[src/rtl/mic_capture_ctrl.sv]
// Periodic microphone sample capture: a period timer triggers one 16-bit SPI read,
// and the result is pushed into a sample FIFO with sticky error flags.
`timescale 1ns/1ps
module mic_capture_ctrl #(
    parameter int PERIOD     = 256,
    parameter int CS_TIMEOUT = 16
) (
    input  logic        sysclk,
    input  logic        PRESETn,
    input  logic        enable,
    output logic        spi_start,
    input  logic        spi_cs_b,
    input  logic [15:0] spi_data,
    output logic        fifo_wr_en,
    output logic [15:0] fifo_wr_data,
    input  logic        fifo_full,
    input  logic        clr_flags,
    output logic        busy,
    output logic        ovf_flag,
    output logic        overrun_flag,
    output logic        timeout_flag,
    output logic [15:0] sample_cnt
);

    localparam logic [15:0] RELOAD = 16'(PERIOD - 1);
    localparam int          TW     = $clog2(CS_TIMEOUT + 1);
    localparam logic [TW-1:0] TO_LAST = TW'(CS_TIMEOUT - 1);

    typedef enum logic [2:0] {
        S_IDLE,
        S_START,
        S_WAIT_LOW,
        S_WAIT_HIGH,
        S_PUSH
    } state_t;

    state_t        r_state;
    state_t        w_state_nxt;
    logic [15:0]   r_period_cnt;
    logic [TW-1:0] r_to_cnt;
    logic          w_tick;

    logic          r_spi_start;
    logic          r_fifo_wr_en;
    logic [15:0]   r_fifo_wr_data;
    logic          r_busy;
    logic          r_ovf_flag;
    logic          r_overrun_flag;
    logic          r_timeout_flag;
    logic [15:0]   r_sample_cnt;

    logic          w_spi_start_nxt;
    logic          w_busy_nxt;
    logic          w_wr_en_nxt;
    logic          w_latch;
    logic          w_set_to;
    logic          w_set_ovr;
    logic          w_set_ovf;
    logic          w_cnt_inc;

    assign w_tick = enable && (r_period_cnt == '0);

    // NOTE: sequential state uses non-blocking (<=) so every register samples pre-edge values.
    always_ff @(posedge sysclk or negedge PRESETn) begin
        if (!PRESETn) begin
            r_period_cnt <= RELOAD;
        end else if (!enable || w_tick) begin
            r_period_cnt <= RELOAD;
        end else begin
            r_period_cnt <= r_period_cnt - 1'b1;
        end
    end

    always_ff @(posedge sysclk or negedge PRESETn) begin
        if (!PRESETn) begin
            r_state <= S_IDLE;
        end else begin
            r_state <= w_state_nxt;
        end
    end

    // NOTE: every always_comb output gets a default first, otherwise a latch is inferred.
    always_comb begin
        w_state_nxt = r_state;
        unique case (r_state)
            S_IDLE:      if (w_tick) w_state_nxt = S_START;
            S_START:     w_state_nxt = S_WAIT_LOW;
            S_WAIT_LOW: begin
                if (!spi_cs_b) begin
                    w_state_nxt = S_WAIT_HIGH;
                end else if (r_to_cnt == TO_LAST) begin
                    w_state_nxt = S_IDLE;
                end
            end
            S_WAIT_HIGH: if (spi_cs_b) w_state_nxt = S_PUSH;
            S_PUSH:      w_state_nxt = S_IDLE;
            default:     w_state_nxt = S_IDLE;
        endcase
    end

    // Outputs are registered, so the write decision samples fifo_full in the cycle that
    // enters PUSH; the strobe and the counter/ovf update then agree on one decision.
    always_comb begin
        w_spi_start_nxt = (w_state_nxt == S_START);
        w_busy_nxt      = (w_state_nxt != S_IDLE);
        w_latch         = (r_state == S_WAIT_HIGH) && spi_cs_b;
        w_wr_en_nxt     = w_latch && !fifo_full;
        w_set_to        = (r_state == S_WAIT_LOW) && spi_cs_b && (r_to_cnt == TO_LAST);
        w_set_ovr       = w_tick && (r_state != S_IDLE);
        w_set_ovf       = (r_state == S_PUSH) && !r_fifo_wr_en;
        w_cnt_inc       = (r_state == S_PUSH) && r_fifo_wr_en;
    end

    always_ff @(posedge sysclk or negedge PRESETn) begin
        if (!PRESETn) begin
            r_to_cnt <= '0;
        end else if (r_state == S_START) begin
            r_to_cnt <= '0;
        end else if ((r_state == S_WAIT_LOW) && spi_cs_b && (r_to_cnt != TO_LAST)) begin
            r_to_cnt <= r_to_cnt + 1'b1;
        end
    end

    always_ff @(posedge sysclk or negedge PRESETn) begin
        if (!PRESETn) begin
            r_spi_start    <= 1'b0;
            r_fifo_wr_en   <= 1'b0;
            r_fifo_wr_data <= 16'h0000;
            r_busy         <= 1'b0;
            r_ovf_flag     <= 1'b0;
            r_overrun_flag <= 1'b0;
            r_timeout_flag <= 1'b0;
            r_sample_cnt   <= 16'h0000;
        end else begin
            r_spi_start    <= w_spi_start_nxt;
            r_fifo_wr_en   <= w_wr_en_nxt;
            r_busy         <= w_busy_nxt;
            if (w_latch) begin
                r_fifo_wr_data <= spi_data;
            end
            // Set has priority over a simultaneous clear.
            r_ovf_flag     <= w_set_ovf | (r_ovf_flag & ~clr_flags);
            r_overrun_flag <= w_set_ovr | (r_overrun_flag & ~clr_flags);
            r_timeout_flag <= w_set_to  | (r_timeout_flag & ~clr_flags);
            if (w_cnt_inc) begin
                r_sample_cnt <= r_sample_cnt + 1'b1;
            end
        end
    end

    assign spi_start    = r_spi_start;
    assign fifo_wr_en   = r_fifo_wr_en;
    assign fifo_wr_data = r_fifo_wr_data;
    assign busy         = r_busy;
    assign ovf_flag     = r_ovf_flag;
    assign overrun_flag = r_overrun_flag;
    assign timeout_flag = r_timeout_flag;
    assign sample_cnt   = r_sample_cnt;

endmodule

[config.mk]
export PLATFORM = sky130hd
export DESIGN_NAME = mic_capture_ctrl
export DESIGN_NICKNAME = d
export VERILOG_FILES = /design/src/rtl/mic_capture_ctrl.sv
export SDC_FILE = /design/constraint.sdc
export NUM_CORES = 1
export LEC_CHECK = 0
export CAP_MARGIN = 10
export CELL_PAD_IN_SITES_DETAIL_PLACEMENT = 0
export CELL_PAD_IN_SITES_GLOBAL_PLACEMENT = 1
export CORE_MARGIN = 4
export CORE_UTILIZATION = 49
export DETAILED_ROUTE_END_ITERATION = 10
export DONT_BUFFER_PORTS = 1
export PLACE_DENSITY = 0.85
export SLEW_MARGIN = 20
export SYNTH_ARGS = -nofsm -noshare
export SYNTH_HDL_FRONTEND = slang
export SYNTH_SLANG_ARGS = --single-unit
[constraint.sdc]
create_clock -name sysclk -period 1.85 [get_ports sysclk]
set_input_delay 0.4625 -clock sysclk [delete_from_list [all_inputs] [get_ports sysclk]]
set_output_delay 0.4625 -clock sysclk [all_outputs]
set_load 0.02 [all_outputs]
==> out/qor.yml, run 1 <==
synthesis:
  syn_avg_cell_area_um2: 12.0
  synth.distinct_cells: 41
  syn_nets: 254
  synth_edf_count: 0
  ys.flop_type: "dfrtp_1"
  ys_seq_elements: 62
  async_flop_share_pct: 100
  yosys_warnings: 0
  ys_seq_area_share_pct: 57.2
  syn_area_um2: 2730
  synthCells: 228
detailed_routing:
  drc: 0
  drt_iter0_markers: 61
  routed_wirelength_um: 5060
  vias: 1726
  ant_nets: 0
  via_per_inst: 5.31
  first_pass_iters: 4
  wl_per_cell_um: 15.6
power:
  power_density_nw_per_um2: 1230
  power_mw: 3.89
  p_leak_nw: 1.47
  ir_worst_vdd_v: 0.000947
global_routing:
  overflow: 0
  grt_max_degree: 63
  grt_pass1_vias: 1804
  grt_first_pass_wirelength_um: 8270
  antenna_found_initial: 0
  grt_use_total_pct: 16.5
sta:
  hold_slack_ns: -0.182
  setup-tns-final_ns: 0
  setup_slack_ns: 0.128
  rsz0062_at_grt: "false"
  hold_viol_final: 62
  slew_violations: 0
  finalSetupViolCount: 0
  fin_worst_skew_ns: 0.00904
  finalCritPeriodShare_pct: 93.1
  max_slew.worst_pin.slew_ns: 0.402
  min_period_ns: 1.72
  fmax_mhz: 581
  slew_headroom_pct: 73.1
cts:
  clk_pin_slew_ns: 0.06
  cts-root-buf: "clkbuf_8"
  htreeDepth: 3
  cts.sink_count: 62
  cts_buffer_depth: 2
  cts_buffers: 9
  cts_tree: "built"
  clock_latency_ns: 0.34
critical_path:
  slowest_delay_ns: 0.39
  crit_type: "register to register"
  r2r_cells: 7
  timing.rr.start: "r_period_cnt[0]"
  cp_data_arrival_time_ns: 1.95
  regToRegSetupSlack_ns: 0.13
  critPathCaptureType: "register"
  critPathLaunchType: "register"
  cp_cell_sequence: "inv_1, ha_1, nor3b_4, nand3_4, o41ai_4, buf_4, nor2_1"
  worst-endpoint-required_ns: 2.07
  r2r-end: "r_period_cnt[8]"
  cp.buffers_inverters: 2
  path_max_fanout: 7
  critPathTopFamily: "simple AND/OR/NAND/NOR gates"
  critPathSlowestCell: "dfstp_2"
die:
  die_w_um: 82.6
  core_um2: 5240
  die_area_um2: 6830
  start_util_pct: 52.1
  rows: 26
  die_h_um: 82.6
  io_pins: 60
final_layout:
  drive_above_1_share_pct: 25.5
  final_common_cell: "dfrtp_1"
  syn_to_final_growth_pct: 15.7
  layout_common_cells: "dfrtp_1, nor2_1, nand2_1"
  final_core_util_pct: 60.3
  final_cell_count_no_fill: 325
  nets: 276
  final_cell_area_um2: 3160
  n_antenna_cell: 0
worst_hold_path:
  hold_path.class: "input pin to asynchronous set/reset pin"
placed_design:
  hpwl_um: 3510
  place_ws_ns: 0.0267
  dpl.cell_count: 309
  dpl-instance-area_um2: 2910
  io_buffers: 0
  gp_congestion: 0.751
run_status:
  violations: "negative hold slack"
  status: "complete, but fails checks"
run:
  cap_violations: 0
[layout make-up]
type                       instances  area [um2]
timing repair buffer              15         113
tap                               70        87.6
fill                             428        2080
sequential                        62        1560
inverter                          10        37.5
clock inverter                     3        65.1
multi-input combinational        152        1120
clock buffer                      13         169
[metal layers]
metal	global-route usage [%]	wire length (um)	vias up
li1	-	-	845
met1	20.9	2230	820
met2	23.4	2290	57
met3	9.22	493	4
met4	6.37	41	0
met5	0	0	-
[power breakdown]
part | leakage (nW) | internal, mW | switching (mW) | total (mW)
clock | 0.120 | 0.868 | 0.505 | 1.37
sequential | 0.795 | 1.61 | 0.422 | 2.03
combinational | 0.561 | 0.268 | 0.213 | 0.481
[state kept, by name (all words and copies together) (netlist names)]
signal / flops
overrun_flag: 1
r_period_cnt: 16
fifo_wr_data: 16
timeout_flag: 1
ovf_flag: 1
busy: 1
r_state: 3
r_to_cnt: 5
sample_cnt: 16
spi_start: 1
fifo_wr_en: 1
[Yosys cell counts, types with 3 or more instances]
cell type   n  area share, %
inv_1      10            1.4
mux2_2     17            7.0
nand3_1    12            2.2
nor3_1     10            1.8
xor2_1     14            4.5
nor2_1     19            2.6
nor4_1      3           0.69
ha_1        4            1.8
nand2_1    18            2.5
dfstp_2     8            7.7
dfrtp_1    54             50
xnor2_1    14            4.5
o21ai_0     3           0.55
nand4_1     8            1.8
and3_1      5            1.1
[repair_timing]
action	CTS	global route
endpoints found under the hold margin	62	62
gates resized for setup	0	3
setup buffers	0	0
endpoints found under the setup margin	0	15
[worst max-delay path by stage]
stage	from	to	slack (ns)	depth (start not counted)
finish	r_period_cnt[0]	r_period_cnt[8]	0.13	7
global placement	r_period_cnt[0]	r_period_cnt[3]	0.08	6
detailed placement	r_period_cnt[0]	r_period_cnt[7]	0.03	6
CTS	r_period_cnt[0]	r_period_cnt[7]	0.02	6
global route	r_to_cnt[0]	r_to_cnt[3]	0.03	7
floorplan	r_period_cnt[0]	r_period_cnt[10]	0.15	6
[cell families (layout without fill, tap and decap cells)]
kind of cell | count (synthesis) | after routing | synth area share, %
and+or+nand+nor | 89 | 89 | 18.2
AOI/OAI and AO/OA | 14 | 14 | 4.63
xor gates and xnor gates | 28 | 28 | 8.99
DFF | 62 | 62 | 57.2
adders and majority gates | 4 | 4 | 1.83
muxes | 17 | 17 | 7.01
buffers and inverters | 14 | 41 | 2.16
[worst register-to-register path: cells and delay by family, from the launching register on]
| kind | cells | cell delay (ns) |
|---|---|---|
| and+or+nand+nor | 3 | 0.52 |
| DFF | 1 | 0.39 |
| AOI/OAI and AO/OA | 1 | 0.29 |
| buffers and inverters | 2 | 0.25 |
| adders and majority gates | 1 | 0.16 |
No activity file was read; power rests on OpenSTA's default activity.
==> run 2, diff against run 1 <==
--- a/config.mk
+++ b/config.mk
@@ -10,9 +10,11 @@
 export CELL_PAD_IN_SITES_GLOBAL_PLACEMENT = 1
 export CORE_MARGIN = 4
 export CORE_UTILIZATION = 49
+export CTS_CLUSTER_DIAMETER = 30
 export DETAILED_ROUTE_END_ITERATION = 10
 export DONT_BUFFER_PORTS = 1
 export PLACE_DENSITY = 0.85
+export RECOVER_POWER = 25
 export SLEW_MARGIN = 20
 export SYNTH_ARGS = -nofsm -noshare
 export SYNTH_HDL_FRONTEND = slang
==> results of run 2 <==
No change in the layout: final DEF, timing and power equal those of run 1.
